<file path="config.mk">
export PLATFORM = sky130hd
export DESIGN_NAME = ddr_fifo_pixel_unpacker_flat
export DESIGN_NICKNAME = d
export VERILOG_FILES = /design/src/rtl/video_pkg.sv /design/src/rtl/ddr_fifo_pixel_unpacker_if.sv /design/src/rtl/vs_edge_det.sv /design/src/rtl/ddr_fifo_pixel_unpacker.sv /design/src/flat_wrapper.sv
export SDC_FILE = /design/constraint.sdc
export NUM_CORES = 1
export LEC_CHECK = 0
export ABC_AREA = 1
export CORE_ASPECT_RATIO = 1.5
export CORE_MARGIN = 2
export CORE_UTILIZATION = 50
export CTS_CLUSTER_DIAMETER = 30
export DETAILED_ROUTE_END_ITERATION = 12
export PLACE_DENSITY = 0.83
export SYNTH_ARGS = -nofsm -noshare
export SYNTH_HDL_FRONTEND = slang
export SYNTH_SLANG_ARGS = --single-unit
export TNS_END_PERCENT = 100
</file>
<file path="constraint.sdc">
create_clock -name clk -period 5.7 [get_ports clk]
set_input_delay 1.14 -clock clk [delete_from_list [all_inputs] [get_ports clk]]
set_output_delay 1.14 -clock clk [all_outputs]
set_load 0.05 [all_outputs]
</file>
<file path="src/rtl/video_pkg.sv">
`default_nettype none
// +----------------------------------------------------------------------------+
// | video_pkg : shared video types, derived-size helpers and blank constants   |
// | Revision  : 1.0                                                            |
// +----------------------------------------------------------------------------+
package video_pkg;

  typedef enum logic [1:0] {
    IDLE   = 2'd0,
    ACTIVE = 2'd1,
    ERROR  = 2'd2
  } state_e;

  localparam logic [15:0] c_RGB565_BLANK = 16'h0000;

  function automatic int calc_ratio(input int fifo_dw, input int pix_w);
    return fifo_dw / pix_w;
  endfunction

  function automatic int calc_frame_words(input int h_active, input int v_active, input int ratio);
    return (h_active * v_active) / ratio;
  endfunction

endpackage
`default_nettype wire

</file>
<file path="src/rtl/ddr_fifo_pixel_unpacker_if.sv">
`default_nettype none
// +----------------------------------------------------------------------------+
// | ddr_fifo_pixel_unpacker_if : first-word-fall-through FIFO read port        |
// | Revision : 1.0                                                             |
// +----------------------------------------------------------------------------+
interface ddr_fifo_pixel_unpacker_if #(
  parameter int FIFO_DW = 32
);

  logic [FIFO_DW-1:0] fifo_rd_data;
  logic               fifo_rd_vld;
  logic               fifo_rd_en;

  // master pops the FIFO; slave is the FIFO read side presenting its head word
  modport master (
    input  fifo_rd_data,
    input  fifo_rd_vld,
    output fifo_rd_en
  );

  modport slave (
    output fifo_rd_data,
    output fifo_rd_vld,
    input  fifo_rd_en
  );

endinterface
`default_nettype wire

</file>
<file path="src/rtl/vs_edge_det.sv">
`default_nettype none
// +----------------------------------------------------------------------------+
// | vs_edge_det : registered rising-edge detector for video sync signals       |
// | Revision    : 1.0                                                          |
// +----------------------------------------------------------------------------+
module vs_edge_det (
  input  logic clk,
  input  logic rst_n,
  input  logic sig_i,
  output logic rise_o
);

  logic sig_q;

  always_ff @(posedge clk or negedge rst_n) begin
    if (!rst_n) begin
      sig_q <= 1'b0;
    end else begin
      sig_q <= sig_i;
    end
  end

  assign rise_o = sig_i & ~sig_q;

endmodule
`default_nettype wire

</file>
<file path="src/rtl/ddr_fifo_pixel_unpacker.sv">
`default_nettype none
// +----------------------------------------------------------------------------+
// | ddr_fifo_pixel_unpacker : splits FWFT FIFO words into one pixel per DE     |
// | Revision : 1.0                                                             |
// +----------------------------------------------------------------------------+
module ddr_fifo_pixel_unpacker
  import video_pkg::*;
#(
  parameter int              FIFO_DW     = 32,
  parameter int              PIX_W       = 16,
  parameter int              H_ACTIVE    = 1280,
  parameter int              V_ACTIVE    = 720,
  parameter logic [PIX_W-1:0] BLANK_PIXEL = PIX_W'(c_RGB565_BLANK)
) (
  input  logic                        clk,
  input  logic                        rst_n,
  input  logic                        vs_in,
  input  logic                        de_in,
  ddr_fifo_pixel_unpacker_if.master   fifo,
  output logic [PIX_W-1:0]            pix_data,
  output logic                        pix_de,
  output logic                        pix_vs,
  output logic                        underflow,
  output logic                        frame_done,
  output logic [15:0]                 err_cnt
);

  localparam int RATIO       = calc_ratio(FIFO_DW, PIX_W);
  localparam int FRAME_WORDS = calc_frame_words(H_ACTIVE, V_ACTIVE, RATIO);
  localparam int IDX_W       = (RATIO > 1) ? $clog2(RATIO) : 1;
  localparam int WCNT_W      = $clog2(FRAME_WORDS + 1);

  localparam logic [IDX_W-1:0]  c_LAST_IDX  = IDX_W'(RATIO - 1);
  localparam logic [WCNT_W-1:0] c_LAST_WORD = WCNT_W'(FRAME_WORDS - 1);

  state_e              state_q,      state_d;
  logic [IDX_W-1:0]    pix_idx_q,    pix_idx_d;
  logic [WCNT_W-1:0]   word_cnt_q,   word_cnt_d;
  logic                underflow_q,  underflow_d;
  logic [15:0]         err_cnt_q,    err_cnt_d;
  logic [PIX_W-1:0]    pix_data_q,   pix_data_d;
  logic                pix_de_q,     pix_de_d;
  logic                pix_vs_q,     pix_vs_d;
  logic                frame_done_q, frame_done_d;

  logic                w_vs_rise;
  logic                w_rd_en;
  logic                w_pop;
  logic [1:0]          w_err_inc;
  logic [16:0]         w_err_sum;
  logic [PIX_W-1:0]    w_pix;

  vs_edge_det u_vs_edge_det (
    .clk    (clk),
    .rst_n  (rst_n),
    .sig_i  (vs_in),
    .rise_o (w_vs_rise)
  );

  assign w_pix = fifo.fifo_rd_data[int'(pix_idx_q) * PIX_W +: PIX_W];

  always_comb begin
    state_d      = state_q;
    pix_idx_d    = pix_idx_q;
    word_cnt_d   = word_cnt_q;
    underflow_d  = underflow_q;
    pix_data_d   = BLANK_PIXEL;
    pix_de_d     = de_in;
    pix_vs_d     = vs_in;
    frame_done_d = 1'b0;
    w_rd_en      = 1'b0;
    w_pop        = 1'b0;
    w_err_inc    = 2'd0;
    w_err_sum    = 17'd0;
    err_cnt_d    = err_cnt_q;

    unique case (state_q)
      ACTIVE: begin
        if (de_in) begin
          if (fifo.fifo_rd_vld) begin
            pix_data_d = w_pix;
            w_rd_en    = (pix_idx_q == c_LAST_IDX);
            pix_idx_d  = (pix_idx_q == c_LAST_IDX) ? '0 : pix_idx_q + 1'b1;
          end else begin
            underflow_d = 1'b1;
            w_err_inc   = 2'd1;
            state_d     = ERROR;
          end
        end
      end
      // drain the rest of the frame so the next frame starts word-aligned
      ERROR: begin
        w_rd_en = fifo.fifo_rd_vld;
      end
      default: begin
        w_rd_en = 1'b0;
      end
    endcase

    w_pop = w_rd_en & fifo.fifo_rd_vld;
    if (w_pop) begin
      word_cnt_d = word_cnt_q + 1'b1;
      if (word_cnt_q == c_LAST_WORD) begin
        frame_done_d = 1'b1;
        state_d      = IDLE;
      end
    end

    // a sync edge landing on the final pop is a clean frame boundary, not an abort
    if (w_vs_rise) begin
      if ((state_q != IDLE) && !frame_done_d) begin
        w_err_inc = w_err_inc + 2'd1;
      end
      state_d     = ACTIVE;
      pix_idx_d   = '0;
      word_cnt_d  = '0;
      underflow_d = 1'b0;
    end

    w_err_sum = {1'b0, err_cnt_q} + {15'd0, w_err_inc};
    err_cnt_d = w_err_sum[16] ? 16'hFFFF : w_err_sum[15:0];
  end

  always_ff @(posedge clk or negedge rst_n) begin
    if (!rst_n) begin
      state_q      <= IDLE;
      pix_idx_q    <= '0;
      word_cnt_q   <= '0;
      underflow_q  <= 1'b0;
      err_cnt_q    <= 16'd0;
      pix_data_q   <= BLANK_PIXEL;
      pix_de_q     <= 1'b0;
      pix_vs_q     <= 1'b0;
      frame_done_q <= 1'b0;
    end else begin
      state_q      <= state_d;
      pix_idx_q    <= pix_idx_d;
      word_cnt_q   <= word_cnt_d;
      underflow_q  <= underflow_d;
      err_cnt_q    <= err_cnt_d;
      pix_data_q   <= pix_data_d;
      pix_de_q     <= pix_de_d;
      pix_vs_q     <= pix_vs_d;
      frame_done_q <= frame_done_d;
    end
  end

  assign fifo.fifo_rd_en = w_rd_en;
  assign pix_data        = pix_data_q;
  assign pix_de          = pix_de_q;
  assign pix_vs          = pix_vs_q;
  assign underflow       = underflow_q;
  assign frame_done      = frame_done_q;
  assign err_cnt         = err_cnt_q;

endmodule
`default_nettype wire

</file>
<file path="src/flat_wrapper.sv">
// flat-port wrapper written by rule: the top's interface ports become plain ports
module ddr_fifo_pixel_unpacker_flat import video_pkg::*;
#(
  parameter int              FIFO_DW     = 32,
  parameter int              PIX_W       = 16,
  parameter int              H_ACTIVE    = 1280,
  parameter int              V_ACTIVE    = 720,
  parameter logic [PIX_W-1:0] BLANK_PIXEL = PIX_W'(c_RGB565_BLANK)
)
  (clk, rst_n, vs_in, de_in, pix_data, pix_de, pix_vs, underflow, frame_done, err_cnt, fifo_fifo_rd_data, fifo_fifo_rd_vld, fifo_fifo_rd_en);
  ddr_fifo_pixel_unpacker_if #(.FIFO_DW(FIFO_DW)) fifo_i ();
  input  logic clk;
  input  logic rst_n;
  input  logic vs_in;
  input  logic de_in;
  output logic [PIX_W-1:0] pix_data;
  output logic pix_de;
  output logic pix_vs;
  output logic underflow;
  output logic frame_done;
  output logic [15:0] err_cnt;
  input wire logic [$bits(fifo_i.fifo_rd_data)-1:0] fifo_fifo_rd_data;
  input wire logic [$bits(fifo_i.fifo_rd_vld)-1:0] fifo_fifo_rd_vld;
  output wire logic [$bits(fifo_i.fifo_rd_en)-1:0] fifo_fifo_rd_en;
  assign fifo_i.fifo_rd_data = fifo_fifo_rd_data;
  assign fifo_i.fifo_rd_vld = fifo_fifo_rd_vld;
  assign fifo_fifo_rd_en = fifo_i.fifo_rd_en;
  ddr_fifo_pixel_unpacker #(.FIFO_DW(FIFO_DW), .PIX_W(PIX_W), .H_ACTIVE(H_ACTIVE), .V_ACTIVE(V_ACTIVE), .BLANK_PIXEL(BLANK_PIXEL)) u_core (.clk(clk), .rst_n(rst_n), .vs_in(vs_in), .de_in(de_in), .fifo(fifo_i), .pix_data(pix_data), .pix_de(pix_de), .pix_vs(pix_vs), .underflow(underflow), .frame_done(frame_done), .err_cnt(err_cnt));
endmodule
</file>
==> results of run 1 <==
[metrics by stage]
stage	utilization	instances	setup slack [ps]
6_report	0.686	541	1310
5_1_grt	0.686	541	1060
4_1_cts	0.686	541	1360
3_5_place_dp	0.654	525	1040
3_3_place_gp	0.654	525	1210
2_1_floorplan	-	386	2080
[metal layers]
| layer | global-route usage | wire [microns] | share of wire | up-vias |
|---|---|---|---|---|
| met5 | 0 | 0 | 0 | - |
| met4 | 0.133 | 213 | 0.030 | 0 |
| met3 | 0.0571 | 370 | 0.053 | 21 |
| met2 | 0.406 | 3690 | 0.52 | 97 |
| met1 | 0.275 | 2760 | 0.39 | 1339 |
| li1 | - | - | - | 1374 |
[path summary, 6_finish.rpt]
path	slack, ps	end	startpoint
max in group asynchronous	4270	u_core.pix_data[14]$_DFF_PN0_	rst_n
max	1310	u_core.err_cnt[10]$_DFF_PN0_	de_in
min	500	u_core.underflow$_DFFE_PN0P_	u_core.underflow$_DFFE_PN0P_
max reg2reg	1890	u_core.err_cnt[10]$_DFF_PN0_	u_core.pix_idx_q$_DFFE_PN0P_
min reg2reg	500	u_core.underflow$_DFFE_PN0P_	u_core.underflow$_DFFE_PN0P_
min in group asynchronous	940	u_core.err_cnt[13]$_DFF_PN0_	rst_n
[power breakdown]
group          switching (uW)  leakage, uW  total [uW]  internal [uW]
registers                51.2     0.000778         503            452
clock network             156    0.0000965         349            192
logic                     235      0.00108         359            123
total                     443      0.00195        1210            767
[worst min-delay path: stages, from the launching register on]
cell	delay [ps]
dfrtp_1	350
nand2_1	60
nand2_1	60
[cells in the final DEF (no fill, tap or decap), types with 2 or more instances in the layout]
master             n
ha_1               7
nor2_2             2
nor2_4             2
clkbuf_1           2
nand2_1          125
clkdlybuf4s50_1   72
a21oi_1           27
nand3_1           29
nand3_2            2
dfrtp_1           58
xor2_1             7
nand2_2            3
clkinv_2           2
o21ai_0           10
nor2_1            48
inv_1             39
nand4_1            8
clkbuf_8          12
[cell families (layout without fill, tap and decap cells)]
family          after synthesis  after routing  share of synthesized area
buf+inv                      48            131                     0.0654
flops                        58             58                      0.483
simple gates                225            225                      0.326
compound gates               39             39                     0.0662
xor+xnor                      8              8                     0.0233
fa+ha+maj                     8              8                     0.0358
[final cells by class]
cell class,count,share of cell area
flip-flops and latches,58,0.366
clock inverters,2,0.00252
clock buffers,14,0.0435
inverters,41,0.0388
repair buffers,74,0.185
well taps,72,0.0227
multi-input cells,280,0.342
[flip-flops by register name, indices dropped and copies added, names as in the netlist]
signal	cells
u_core.err_cnt	16
u_core.frame_done	1
u_core.pix_data	16
u_core.pix_de	1
u_core.pix_idx_q	1
u_core.pix_vs	1
u_core.state_q	2
u_core.underflow	1
u_core.word_cnt_q	19
==> flow_metrics.py, run 1 <==
metrics = {
    "outcome": {
        "run_status": "completed",
    },
    "global_route": {
        "grt_max_degree": 59,
        "grt_pass1_wl_microns": 12400,
        "grt_overflow": 0,
        "grt_pass1_vias": 2853,
        "grt_use_total": 0.242,
        "antenna_found_initial": 0,
    },
    "synthesis": {
        "synth_cell_types": 30,
        "synth.most_common_cell": "nand2_1",
        "synth-edff-count": 0,
        "yosys-top-cells-area": "dfrtp_1, nand2_1, nor2_1, inv_1, nand3_1",
        "syn_inst": 386,
        "synthFlopType": "dfrtp_1",
        "synth_seq_cells": 58,
        "netlist_area_sq_mm": 0.00301,
        "yosysTopAreaCell": "dfrtp_1",
        "synth-warning-count": 0,
        "post_synth.cell_area_avg_sq_um": 7.79,
        "yosysSeqAreaShare": 0.483,
        "yosys-top-cells-count": "nand2_1, dfrtp_1, nor2_1",
        "ys_async_sr_fraction": 1.00,
        "syn-num-nets": 431,
        "yosysTopAreaCellShare": 0.483,
    },
    "placement": {
        "io_buffers": 73,
        "routabilityCongestion": 0.874,
        "place.detailed.hpwl_microns": 5080,
        "dpl_cell_area_sq_mm": 0.00379,
    },
    "routing": {
        "vias_per_cell": 5.23,
        "drt-initial-drc-count": 246,
        "drc": 0,
        "ant_nets": 0,
        "drt-total-wl_microns": 7030,
        "first_pass_iters": 7,
        "vias": 2831,
        "routedWlPerCell_microns": 13.0,
    },
    "final_layout": {
        "design_area_sq_mm": 0.00397,
        "area_growth_pct": 32.1,
        "fin_nets": 509,
        "register_area_sq_mm": 0.00145,
        "layout-drive-gt1-share": 0.0682,
        "diodes": 0,
        "multi_input_area_sq_mm": 0.00136,
        "fillers": 493,
    },
    "worst_setup_path": {
        "slowest_delay_ps": 530,
        "worst_ep_required_time_ps": 5950,
        "crit_path_max_fanout": 15,
        "r2r_cells": 16,
        "arrival_ps": 4640,
        "slowest_stage": "clkdlybuf4s50_1",
        "path_cells": "clkdlybuf4s50_1, nand3_2, a21oi_2, nand2_1, inv_1, nor2_1, ha_1, nand2_1, nand2_1, ha_1, inv_1, fa_1, inv_1, nand3_1, nor3_2, nand4_2, nand3_1",
        "worst-path-buf-inv": 4,
        "path_class": "in2reg",
        "critPathTopFamily": "simple AND/OR/NAND/NOR gates",
        "crit_cells": 17,
        "setup.worst_path.start_class": "input port",
        "cp-end-kind": "flip-flop",
    },
    "timing": {
        "maxSlewViolCount": 0,
        "holdWs_ps": 496,
        "min_period_ps": 4390,
        "finalCritPeriodShare": 0.770,
        "worstMarginPinSlew_ps": 716,
        "rsz0062_at_grt": "false",
        "tns_ps": 0,
        "relSlewSlack": 0.523,
        "setup_viol": 0,
        "finalClockSkew_ps": 8.70,
        "hold_violations": 0,
        "max_freq_mhz": 228,
    },
    "clock_tree": {
        "cts_tree": "built",
        "numCtsBuffers": 9,
        "clk_latency_ps": 330,
        "cts_setup_buffers": 0,
        "holdBufCountCts": 0,
        "max-clock-path-buffers": 2,
        "cts_sinks": 58,
        "cts_resized": 0,
        "cts_root_buffer": "clkbuf_8",
        "cts_max_level": 3,
        "clkTransAtPathRegs_ps": 60,
    },
    "pwr": {
        "power.total_uw": 1210,
        "p_leak_uw": 0.00195,
        "vdd_drop_max_v": 0.000185,
        "power.density_mw_per_mm2": 305,
    },
    "floorplan": {
        "core.rowCount": 34,
        "fp.dieW_microns": 67.3,
        "dieArea_sq_mm": 0.00666,
        "pin_count": 74,
        "start_util": 0.519,
        "core_sq_mm": 0.00579,
        "fp.dieH_microns": 99.0,
    },
    "min_path": {
        "min_path_cells": 2,
        "hold_class": "reg2reg",
    },
    "run": {
        "cap_violations": 0,
    },
}
Power figures use the tool's default switching activity.
==> inputs of run 2 (changes only) <==
--- a/config.mk
+++ b/config.mk
@@ -8,10 +8,10 @@
 export ABC_AREA = 1
 export CORE_ASPECT_RATIO = 1.5
 export CORE_MARGIN = 2
-export CORE_UTILIZATION = 50
+export CORE_UTILIZATION = 49
 export CTS_CLUSTER_DIAMETER = 30
 export DETAILED_ROUTE_END_ITERATION = 12
-export PLACE_DENSITY = 0.83
+export PLACE_DENSITY = 0.81
 export SYNTH_ARGS = -nofsm -noshare
 export SYNTH_HDL_FRONTEND = slang
 export SYNTH_SLANG_ARGS = --single-unit
==> constraint.sdc (replaced) <==
create_clock -name clk -period 4.2 [get_ports clk]
set_input_delay 0.84 -clock clk [delete_from_list [all_inputs] [get_ports clk]]
set_output_delay 0.84 -clock clk [all_outputs]
set_load 0.05 [all_outputs]
==> flow_metrics.py, run 2 (synthesized netlist as in run 1, its figures left out) <==
metrics = {
    "outcome": {
        "run_status": "completed",
    },
    "timing": {
        "max_freq_mhz": 278,
        "hold_violations": 0,
        "worstMarginPinSlew_ps": 836,
        "finalCritPeriodShare": 0.856,
        "setup_viol": 0,
        "relSlewSlack": 0.442,
        "tns_ps": 0,
        "finalClockSkew_ps": 13.5,
        "maxSlewViolCount": 0,
        "rsz0062_at_grt": "false",
        "min_period_ps": 3600,
    },
    "clock_tree": {
        "numCtsBuffers": 9,
        "max-clock-path-buffers": 2,
        "clk_latency_ps": 350,
        "cts_max_level": 3,
        "cts_setup_buffers": 0,
        "cts_sinks": 58,
        "holdBufCountCts": 0,
        "cts_tree": "built",
        "clkTransAtPathRegs_ps": 70,
        "cts_root_buffer": "clkbuf_8",
        "cts_resized": 0,
    },
    "worst_setup_path": {
        "worst_ep_required_time_ps": 4470,
        "arrival_ps": 3870,
        "setup.worst_path.start_class": "input port",
        "cp-end-kind": "flip-flop",
        "path_cells": "clkdlybuf4s50_1, nand3_2, a21oi_2, nand2_1, inv_1, nor2_1, ha_1, nand2_1, nand2_1, ha_1, inv_1, fa_1, inv_1, nand3_1, nor3_2, nand4_2, nand3_1",
        "critPathTopFamily": "simple AND/OR/NAND/NOR gates",
        "path_class": "in2reg",
        "worst-path-buf-inv": 4,
        "slowest_stage": "clkdlybuf4s50_1",
        "slowest_delay_ps": 530,
        "r2r_slack_ps": 780,
        "crit_path_max_fanout": 15,
    },
    "routing": {
        "wl_met1_microns": 2720,
        "drc": 0,
        "wl_met3_microns": 337,
        "highest_layer": "met4",
        "first_pass_iters": 4,
        "drt-total-wl_microns": 7010,
        "ant_nets": 0,
        "vias_per_cell": 5.13,
        "routedWlPerCell_microns": 12.9,
        "drt-initial-drc-count": 207,
        "wl_met2_microns": 3690,
        "vias": 2779,
    },
    "placement": {
        "place.detailed.hpwl_microns": 5200,
        "io_buffers": 73,
        "dpl_cell_area_sq_mm": 0.00380,
        "routabilityCongestion": 0.872,
    },
    "global_route": {
        "grt_pass1_wl_microns": 12300,
        "antenna_found_initial": 0,
        "grt_overflow": 0,
        "grt_pass1_vias": 2744,
        "grt_use_total": 0.240,
        "grt_max_degree": 39,
    },
    "final_layout": {
        "area_growth_pct": 32.1,
        "final_cell_mix": "nand2_1, clkdlybuf4s50_1, dfrtp_1, nor2_1, inv_1",
        "multi_input_area_sq_mm": 0.00136,
        "largest-register": "u_core.word_cnt_q",
        "design_area_sq_mm": 0.00397,
        "utilization": 0.676,
        "diodes": 0,
        "fin_nets": 511,
        "final_common_cell": "nand2_1",
        "register_area_sq_mm": 0.00145,
        "layout-drive-gt1-share": 0.0723,
        "largest_reg_flops": 19,
        "fillers": 501,
    },
    "floorplan": {
        "fp.dieW_microns": 67.9,
        "core.rowCount": 34,
        "start_util": 0.512,
        "pin_count": 74,
        "core_sq_mm": 0.00587,
        "fp.dieH_microns": 99.9,
        "dieArea_sq_mm": 0.00679,
    },
    "pwr": {
        "power.total_uw": 1620,
        "vdd_drop_max_v": 0.000287,
        "power.density_mw_per_mm2": 409,
        "p_leak_uw": 0.00196,
    },
    "min_path": {
        "hold_class": "reg2reg",
    },
    "run": {
        "cap_violations": 0,
    },
}
run 2: area by class of cell:
type	count	share of cell area
clock buffers	12	0.0391
clock inverters	3	0.00378
inverters	41	0.0388
multi-input cells	280	0.342
flip-flops and latches	58	0.365
well taps	72	0.0227
repair buffers	76	0.188
run 2: power breakdown:
| part | total [uW] | switching [uW] | internal (uW) | leakage, uW |
|---|---|---|---|---|
| Sequential | 670 | 57.0 | 613 | 0.000778 |
| Combinational | 499 | 328 | 170 | 0.00109 |
| Clock | 453 | 214 | 240 | 0.0000920 |
run 2: layer usage:
metal / global-route usage / up-vias
met1: 0.277 / 1287
met4: 0.132 / 0
met5: 0 / -
met2: 0.400 / 91
met3: 0.0572 / 17
li1: - / 1384
run 2: worst reg2reg max path, stage by stage, from the launching register on:
cell and delay [ps]:
dfrtp_1 380, ha_1 200, nand3_1 150, nor2_4 170, nand3_1 80, nor2_1 140, nand2_1 80, inv_1 90
nor2_1 50, ha_1 260, nand2_1 50, nand2_1 90, ha_1 150, inv_1 50, fa_1 450, inv_1 100
nand3_1 130, nor3_2 150, nand4_2 350, nand3_1 220
run 2: worst paths after layout:
check	end	from	cells after the start
worst min register to register	u_core.underflow$_DFFE_PN0P_	u_core.underflow$_DFFE_PN0P_	2
min in group asynchronous	u_core.err_cnt[4]$_DFF_PN0_	rst_n	1
max in group asynchronous	u_core.pix_data[9]$_DFF_PN0_	rst_n	2
worst max-delay path	u_core.err_cnt[11]$_DFF_PN0_	de_in	17
worst min-delay path	u_core.underflow$_DFFE_PN0P_	u_core.underflow$_DFFE_PN0P_	2
worst max register to register	u_core.err_cnt[11]$_DFF_PN0_	u_core.word_cnt_q[0]$_DFFE_PN0P_	19
run 2: per-stage QoR:
step,hold WS (ps),worst slack (ps),instances
finish,525,603,542
global placement,489,355,527
CTS,527,604,542
global route,547,336,542
detailed placement,512,242,527
floorplan,500,876,386
